### config.mk
export PLATFORM = sky130hd
export DESIGN_NAME = pc_unit_flat
export DESIGN_NICKNAME = d
export VERILOG_FILES = /design/src/rtl/pc_pkg.sv /design/src/rtl/pc_unit_if.sv /design/src/rtl/pc_target_sel.sv /design/src/rtl/pc_unit.sv /design/src/flat_wrapper.sv
export SDC_FILE = /design/constraint.sdc
export NUM_CORES = 1
export LEC_CHECK = 0
export CORE_MARGIN = 3
export CORE_UTILIZATION = 52
export CTS_CLUSTER_SIZE = 24
export DETAILED_ROUTE_END_ITERATION = 6
export PLACE_DENSITY = 0.87
export SETUP_SLACK_MARGIN = 0.3
export SLEW_MARGIN = 20
export SYNTH_ARGS = -nofsm -noshare
export SYNTH_HDL_FRONTEND = slang
export SYNTH_SLANG_ARGS = --single-unit
### constraint.sdc
create_clock -name clk -period 6.1 [get_ports clk]
set_input_delay 1.22 -clock clk [delete_from_list [all_inputs] [get_ports clk]]
set_output_delay 1.22 -clock clk [all_outputs]
set_load 0.02 [all_outputs]
### src/rtl/pc_pkg.sv
// Shared types and constants for the program-counter unit.
package pc_pkg;

  typedef enum logic [1:0] {
    PC_SEQ  = 2'b00,
    PC_REL  = 2'b01,
    PC_JALR = 2'b10,
    PC_RSVD = 2'b11
  } pcsrc_e;

  localparam int unsigned PC_INC = 4;

endpackage

### src/rtl/pc_unit_if.sv
// Control/redirect bundle between the pipeline (master) and the PC unit (slave).
interface pc_unit_if #(
  parameter int unsigned XLEN = 32
);

  logic            stall;
  logic            trap;
  logic [1:0]      PCsrc;
  logic [XLEN-1:0] BranchPC;
  logic [XLEN-1:0] ImmOp;
  logic [XLEN-1:0] JalrTarget;
  logic [XLEN-1:0] PC;
  logic [XLEN-1:0] PCPlus4;
  logic            redirect;
  logic            misaligned;
  logic            pend_valid;

  modport master (
    output stall, trap, PCsrc, BranchPC, ImmOp, JalrTarget,
    input  PC, PCPlus4, redirect, misaligned, pend_valid
  );

  modport slave (
    input  stall, trap, PCsrc, BranchPC, ImmOp, JalrTarget,
    output PC, PCPlus4, redirect, misaligned, pend_valid
  );

endinterface

### src/rtl/pc_target_sel.sv
// Combinational redirect-target selection: aligned target plus misalignment flag.
module pc_target_sel
  import pc_pkg::*;
#(
  parameter int unsigned XLEN = 32
) (
  input  pcsrc_e          pcsrc_i,
  input  logic [XLEN-1:0] branch_pc_i,
  input  logic [XLEN-1:0] imm_i,
  input  logic [XLEN-1:0] jalr_target_i,
  output logic [XLEN-1:0] target_o,
  output logic            redirect_o,
  output logic            misaligned_o
);

  logic [XLEN-1:0] rel_sum;
  logic [XLEN-1:0] jalr_clr;

  assign rel_sum  = branch_pc_i + imm_i;
  assign jalr_clr = {jalr_target_i[XLEN-1:1], 1'b0};

  always_comb begin
    target_o     = '0;
    redirect_o   = 1'b0;
    misaligned_o = 1'b0;
    case (pcsrc_i)
      PC_REL: begin
        target_o     = {rel_sum[XLEN-1:2], 2'b00};
        redirect_o   = 1'b1;
        misaligned_o = |rel_sum[1:0];
      end
      PC_JALR: begin
        // Bit 0 is architecturally discarded, so only bit 1 can misalign.
        target_o     = {jalr_clr[XLEN-1:2], 2'b00};
        redirect_o   = 1'b1;
        misaligned_o = jalr_clr[1];
      end
      default: ;
    endcase
  end

endmodule

### src/rtl/pc_unit.sv
// Fetch program counter with stall, trap, redirect and optional pending-redirect buffer.
module pc_unit
  import pc_pkg::*;
#(
  parameter int unsigned     XLEN          = 32,
  parameter logic [XLEN-1:0] RESET_VECTOR  = 32'h0000_0000,
  parameter logic [XLEN-1:0] TRAP_VECTOR   = 32'h0000_0100,
  parameter bit              HOLD_REDIRECT = 1'b1
) (
  input logic       clk,
  input logic       rst,
  pc_unit_if.slave  bus
);

  logic [XLEN-1:0] pc_q, pc_d;
  logic [XLEN-1:0] pend_pc_q, pend_pc_d;
  logic            pend_valid_q, pend_valid_d;
  logic            redirect_q, redirect_d;

  logic [XLEN-1:0] target;
  logic            new_redirect;
  logic            mis_raw;
  logic [XLEN-1:0] pc_plus4;

  pc_target_sel #(
    .XLEN(XLEN)
  ) u_target_sel (
    .pcsrc_i      (pcsrc_e'(bus.PCsrc)),
    .branch_pc_i  (bus.BranchPC),
    .imm_i        (bus.ImmOp),
    .jalr_target_i(bus.JalrTarget),
    .target_o     (target),
    .redirect_o   (new_redirect),
    .misaligned_o (mis_raw)
  );

  assign pc_plus4 = pc_q + XLEN'(PC_INC);

  always_comb begin
    pc_d         = pc_q;
    pend_pc_d    = pend_pc_q;
    pend_valid_d = pend_valid_q;
    redirect_d   = 1'b0;
    if (bus.trap) begin
      pc_d         = TRAP_VECTOR;
      redirect_d   = 1'b1;
      pend_valid_d = 1'b0;
      pend_pc_d    = '0;
    end else if (new_redirect && (!bus.stall || !HOLD_REDIRECT)) begin
      // A fresh redirect supersedes anything still buffered.
      pc_d         = target;
      redirect_d   = 1'b1;
      pend_valid_d = 1'b0;
    end else if (new_redirect) begin
      pend_pc_d    = target;
      pend_valid_d = 1'b1;
    end else if (pend_valid_q && !bus.stall) begin
      pc_d         = pend_pc_q;
      redirect_d   = 1'b1;
      pend_valid_d = 1'b0;
    end else if (!bus.stall) begin
      pc_d = pc_plus4;
    end
  end

  always_ff @(posedge clk) begin
    if (rst) begin
      pc_q         <= RESET_VECTOR;
      pend_pc_q    <= '0;
      pend_valid_q <= 1'b0;
      redirect_q   <= 1'b0;
    end else begin
      pc_q         <= pc_d;
      pend_pc_q    <= pend_pc_d;
      pend_valid_q <= pend_valid_d;
      redirect_q   <= redirect_d;
    end
  end

  assign bus.PC         = pc_q;
  assign bus.PCPlus4    = pc_plus4;
  assign bus.redirect   = redirect_q;
  assign bus.pend_valid = pend_valid_q;
  assign bus.misaligned = mis_raw & ~bus.trap & ~rst;

endmodule

### src/flat_wrapper.sv
// flat-port wrapper written by rule: the top's interface ports become plain ports
module pc_unit_flat import pc_pkg::*;
#(
  parameter int unsigned     XLEN          = 32,
  parameter logic [XLEN-1:0] RESET_VECTOR  = 32'h0000_0000,
  parameter logic [XLEN-1:0] TRAP_VECTOR   = 32'h0000_0100,
  parameter bit              HOLD_REDIRECT = 1'b1
)
  (clk, rst, bus_stall, bus_trap, bus_PCsrc, bus_BranchPC, bus_ImmOp, bus_JalrTarget, bus_PC, bus_PCPlus4, bus_redirect, bus_misaligned, bus_pend_valid);
  pc_unit_if #(.XLEN(XLEN)) bus_i ();
  input logic clk;
  input logic rst;
  input wire logic [$bits(bus_i.stall)-1:0] bus_stall;
  input wire logic [$bits(bus_i.trap)-1:0] bus_trap;
  input wire logic [$bits(bus_i.PCsrc)-1:0] bus_PCsrc;
  input wire logic [$bits(bus_i.BranchPC)-1:0] bus_BranchPC;
  input wire logic [$bits(bus_i.ImmOp)-1:0] bus_ImmOp;
  input wire logic [$bits(bus_i.JalrTarget)-1:0] bus_JalrTarget;
  output wire logic [$bits(bus_i.PC)-1:0] bus_PC;
  output wire logic [$bits(bus_i.PCPlus4)-1:0] bus_PCPlus4;
  output wire logic [$bits(bus_i.redirect)-1:0] bus_redirect;
  output wire logic [$bits(bus_i.misaligned)-1:0] bus_misaligned;
  output wire logic [$bits(bus_i.pend_valid)-1:0] bus_pend_valid;
  assign bus_i.stall = bus_stall;
  assign bus_i.trap = bus_trap;
  assign bus_i.PCsrc = bus_PCsrc;
  assign bus_i.BranchPC = bus_BranchPC;
  assign bus_i.ImmOp = bus_ImmOp;
  assign bus_i.JalrTarget = bus_JalrTarget;
  assign bus_PC = bus_i.PC;
  assign bus_PCPlus4 = bus_i.PCPlus4;
  assign bus_redirect = bus_i.redirect;
  assign bus_misaligned = bus_i.misaligned;
  assign bus_pend_valid = bus_i.pend_valid;
  pc_unit #(.XLEN(XLEN), .RESET_VECTOR(RESET_VECTOR), .TRAP_VECTOR(TRAP_VECTOR), .HOLD_REDIRECT(HOLD_REDIRECT)) u_core (.clk(clk), .rst(rst), .bus(bus_i));
endmodule
**Yosys cells after proc, flatten, opt, wreduce, memory -nomap -nowiden**

Index checks and enable logic that the tools add are counted.

- Add/subtract/negate cells: 2
- Eq/ne operators: 6
- Multiplexer cells: 14
- Bitwise gates (word level): 5
- Reductions and logical operators: 11

Operator list:

| operator | number |
|---|---|
| $mux W32 | 4 |
| $pmux W32 S2 | 1 |
| $add A32 B3 Y32 const B | 1 |
| $add A32 B32 Y32 | 1 |
| $mux W9 | 1 |
| $mux W1 | 7 |
| $reduce_and A2 Y1 | 3 |
| $reduce_or A2 Y1 | 3 |
| $ne A4 B1 Y1 const B | 1 |
| $ne A3 B1 Y1 const B | 1 |
| $ne A3 B3 Y1 const B | 1 |
| $not A1 Y1 | 3 |
| $reduce_or A3 Y1 | 1 |
| $and A1 B1 Y1 | 2 |
| $eq A2 B1 Y1 const B | 1 |
| $eq A2 B2 Y1 const B | 1 |
| $logic_and A1 B1 Y1 | 2 |
| $ne A2 B2 Y1 const B | 1 |
| $pmux W1 S2 | 1 |
| $reduce_bool A2 Y1 | 1 |
| $logic_not A1 Y1 | 1 |

- Bits in registers: 66
- Input bits: 102
- Output and inout port bits: 67
- Word-level logic and storage cells: 43

**Longest topological paths before layout**

- Word-level depth: 6
- Depth in mapped cells: 12
- Mapped depth without buffers: 12

**Hierarchy**

Synthesis repeated with hierarchy kept, for this count alone.

- Cell total of the unflattened synthesis: 841
- Area, all modules: 6035.8 um2

By module, submodules not included:

| module | times used | cells an instance | area an instance (um2) | sequential area each (um2) |
|---|---|---|---|---|
| pc_unit | 1 | 499 | 3781.1 | 1321.3 |
| pc_target_sel | 1 | 342 | 2254.7 | 0.0 |

**Worst setup path after synthesis**

No wires, ideal clock.

- Path kind: input to output
- Start point: in bus_ImmOp[0]
- End point: out bus_misaligned
- Arrival time: 2.558 ns
- Data required time: 4.880 ns
- Slack: 2.322 ns
- Stages on the path: 6
- Buffers on the path: 0
- Cells stage by stage: ha_1 > inv_1 > fa_1 > a21oi_1 > a21oi_1 > nor3_1

- Word-level cells in the longest chain between the ends: 5

Ends and longest elaborated chain:

| element | RTL line | RTL |
|---|---|---|
| start, declared | flat_wrapper.sv:17 | `input wire logic [$bits(bus_i.ImmOp)-1:0] bus_ImmOp;` |
| $add A32 B32 Y32 | pc_target_sel.sv:19 | `assign rel_sum = branch_pc_i + imm_i;` |
| $reduce_or A2 Y1 | pc_target_sel.sv:30 | `misaligned_o = \|rel_sum[1:0];` |
| $pmux W1 S2 | pc_target_sel.sv:26 | `case (pcsrc_i)` |
| $and A1 B1 Y1 (2 in series) | pc_unit.sv:84 | `assign bus.misaligned = mis_raw & ~bus.trap & ~rst;` |
| end, declared | flat_wrapper.sv:22 | `output wire logic [$bits(bus_i.misaligned)-1:0] bus_misaligned;` |

Every way passes these cells.

**Worst setup path in the final report**

- Start point: reg u_core.pc_q[2] (netlist: u_core.bus.PC[2])
- End point: out bus_PCPlus4[30]

- Word-level cells in the longest chain between the ends: 1

Ends and longest elaborated chain:

| element | RTL line | RTL |
|---|---|---|
| start, declared | pc_unit.sv:15 | `logic [XLEN-1:0] pc_q, pc_d;` |
| start signal, assigned | pc_unit.sv:73 | `pc_q <= pc_d;` |
| $add A32 B3 Y32 | pc_unit.sv:37 | `assign pc_plus4 = pc_q + XLEN'(PC_INC);` |
| end, declared | flat_wrapper.sv:20 | `output wire logic [$bits(bus_i.PCPlus4)-1:0] bus_PCPlus4;` |

Every way passes these cells.

==> results.json <==
{
  "synth_xor_area_frac": 0.0855,
  "ant_nets": 0,
  "power_density_nw_per_um2": 176,
  "synthToLayoutAreaGrowth_pct": 31.8,
  "hpwl_um": 13500,
  "p_leak_nw": 2.82,
  "ys_types": 72,
  "worstSetupPathType": "reg -> out",
  "floorplan.die_area_um2": 12100,
  "grt_pass1_wl_um": 28700,
  "die_h_um": 110,
  "crit_slowest_cell": "nor3_2",
  "yosysSeqAreaShare": 0.227,
  "hold_buffers": 0,
  "drtIter0Drc": 677,
  "drv_cap": 0,
  "diodes": 0,
  "skew_ps": 12.3,
  "gp_congestion": 0.897,
  "worst_path_most_repeated_cell": "nand3_1",
  "syn-num-nets": 869,
  "grt_max_degree": 59,
  "antenna_found_initial": 0,
  "port_buffers": 167,
  "synthCells": 732,
  "required_ps": 4880,
  "status": "completed",
  "max_stage_delay_ps": 740,
  "combPwrFrac": 0.360,
  "hp-class": "reg -> reg",
  "p_total_w": 0.00131,
  "wire_per_inst_um": 18.5,
  "maxSlewHeadroom": 0.253,
  "rows": 37,
  "grt_pass1_vias": 5889,
  "ys_async_sr_fraction": 0,
  "vias_per_cell": 6.29,
  "ir_worst_vdd_mv": 0.0949,
  "start_kind": "register",
  "end_kind": "output port",
  "clkTransAtPathRegs_ps": 70,
  "synthSimpleGateAreaFrac": 0.207,
  "p_sw_w": 0.000448,
  "synthAdderAreaFrac": 0.0791,
  "switching_share": 0.342,
  "vias": 6301,
  "hold_viol": 0,
  "synth_top_family_by_area": "compound AO/OA/AOI/OAI gates",
  "n_fill_cell": 838,
  "grt.total_usage": 0.297,
  "synthesis.area_um2": 5630,
  "p_int_w": 0.000862,
  "synth_edf_count": 0,
  "ys_seq_elements": 64,
  "cts_setup_buffers": 0,
  "cts_resized": 0,
  "rsz0062_at_grt": "no",
  "firstDrtPassIters": 6,
  "seq_power_share": 0.347,
  "cp_max_fo": 10,
  "path_buf_inv": 1,
  "h-tree-depth": 3,
  "syn_avg_cell_area_um2": 7.70,
  "fmax_mhz": 210,
  "period_minus_slack_ps": 4770,
  "fin_tns_setup_ps": 0,
  "initial_core_util": 0.541,
  "cts-root-buf": "clkbuf_8",
  "fin_area_um2": 7430,
  "slew_viol_final": 0,
  "overflow": 0,
  "clkLatencyLatePin_ps": 350,
  "muxShareOfSynthArea": 0.0213,
  "power_frac_clock": 0.293,
  "dpl_cell_area_um2": 7220,
  "fin_crit_sh": 0.782,
  "wirelength_um": 18500,
  "core_um2": 10400,
  "setup_violations": 0,
  "cts_buffers": 9,
  "die_w_um": 110,
  "clk_path_buf_depth": 2,
  "worstPathArrival_ps": 3550,
  "synth_warnings": 0,
  "fin_nets": 998,
  "holdWs_ps": 488,
  "final_core_util": 0.713,
  "synth-compound-area-share": 0.312,
  "cp_top_family": "simple AND/OR/NAND/NOR gates",
  "cts_tree": "built",
  "cp_cell_sequence": "ha_1 -> and3_1 -> nand3_1 -> nor3_2 -> nand3_1 -> xnor2_1 -> clkdlybuf4s50_1",
  "ios": 169,
  "cts.sinks": 64,
  "drc": 0,
  "drive_above_1_share": 0.0555,
  "worst-slew-pin-transition_ps": 1120,
  "synthFlopType": "dfxtp_1"
}
-- synthesized netlist by cell type (14+ instances only) --
library cell / number / area (um2)
a221oi_1: 18 / 158
nor2_1: 79 / 297
xor2_1: 24 / 210
inv_1: 20 / 75.1
o21ai_0: 44 / 220
nor3_1: 22 / 110
clkbuf_1: 35 / 131
a21oi_1: 56 / 280
a31oi_1: 14 / 87.6
o211ai_1: 21 / 158
a211oi_1: 15 / 113
xnor2_1: 31 / 272
ha_1: 34 / 425
nand3_1: 25 / 125
nand2b_1: 18 / 113
nand2_1: 47 / 176
dfxtp_1: 64 / 1280
a21o_1: 16 / 120
-- placed cells by master (no fill, tap or decap), types with 6 or more instances in the layout --
cell type,netlist,routed
a21o_1,16,16
o21a_1,7,7
a22oi_1,12,12
xor2_1,24,24
a211oi_1,15,15
xnor2_1,31,31
nand3_1,25,25
and3_1,6,6
dfxtp_1,64,63
o21ai_0,44,44
nand2_1,47,47
nor3_1,22,22
a21oi_1,56,56
nor2_1,79,78
clkdlybuf4s50_1,0,167
ha_1,34,34
o211ai_1,21,21
clkbuf_8,6,12
o22ai_1,6,6
a31oi_1,14,14
a221oi_1,18,18
buf_4,4,6
nand4_1,12,12
inv_1,20,20
mux2i_1,12,12
nand2b_1,18,18
-- metal layers --
layer  track usage  vias to the layer above  part of all wire
met5             0                        -                 0
met4        0.0994                        0             0.019
li1              -                     2972                 -
met1         0.387                     2883              0.41
met3        0.0594                       36              0.11
met2         0.490                      410              0.47
-- sequential cells by signal (all words and copies together) (netlist names) --
name,flops
u_core.bus.PC,32
u_core.bus.pend_valid,1
u_core.bus.redirect,1
u_core.pend_pc_q,30
-- final timing paths --
kind	startpoint	to	slack, ps	cells after the start
max	u_core.bus.PC[2]	bus_PCPlus4[30]	1330	7
min	u_core.pend_pc_q[18]	u_core.pend_pc_q[18]	490	2
max reg2reg	u_core.bus.PC[2]	u_core.bus.PC[26]	2940	10
min reg2reg	u_core.pend_pc_q[18]	u_core.pend_pc_q[18]	490	2
-- worst register-to-register path, cell delays in order, from the launching register on --
cell and delay, ps:
dfxtp_1 510, ha_1 260, and3_1 220, nand3_1 230
nor3_2 740, and3_1 330, mux2i_1 190, nor2_1 60
a31oi_1 180, a2bb2oi_1 170, o22ai_1 100
-- cell type report --
class / instances / area (um2) / share of cell area
Clock buffer: 12 / 165 / 0.0222
Clock inverter: 3 / 40.0 / 0.00539
Inverter: 21 / 78.8 / 0.0106
Multi-Input combinational cell: 592 / 3970 / 0.535
Sequential cell: 64 / 1280 / 0.173
Tap cell: 136 / 170 / 0.0229
Timing Repair Buffer: 173 / 1720 / 0.231
-- logic make-up (layout without fill, tap and decap cells) --
| logic type | count (synthesis) | count (layout) |
|---|---|---|
| fa+ha+maj | 35 | 35 |
| compound gates | 256 | 256 |
| simple gates | 234 | 234 |
| flops | 64 | 64 |
| mux | 12 | 12 |
| xor+xnor | 55 | 55 |
| buf+inv | 76 | 209 |
-- power groups by stage --
stage          clock [W]  sequential [W]  combinational (W)
2_1_floorplan          0        0.000463           0.000291
3_3_place_gp           0        0.000462           0.000446
3_5_place_dp           0        0.000463           0.000460
6_report        0.000384        0.000454           0.000472
4_1_cts         0.000381        0.000453           0.000463
5_1_grt         0.000401        0.000456           0.000510
-- metrics by stage --
stage / worst slack [ps] / std cells
4_1_cts: 1370 / 1001
5_1_grt: 1190 / 1001
3_5_place_dp: 1380 / 986
3_3_place_gp: 1390 / 986
2_1_floorplan: 2320 / 732
6_report: 1330 / 1001
Note: power is estimated with default switching activity, not from simulation.
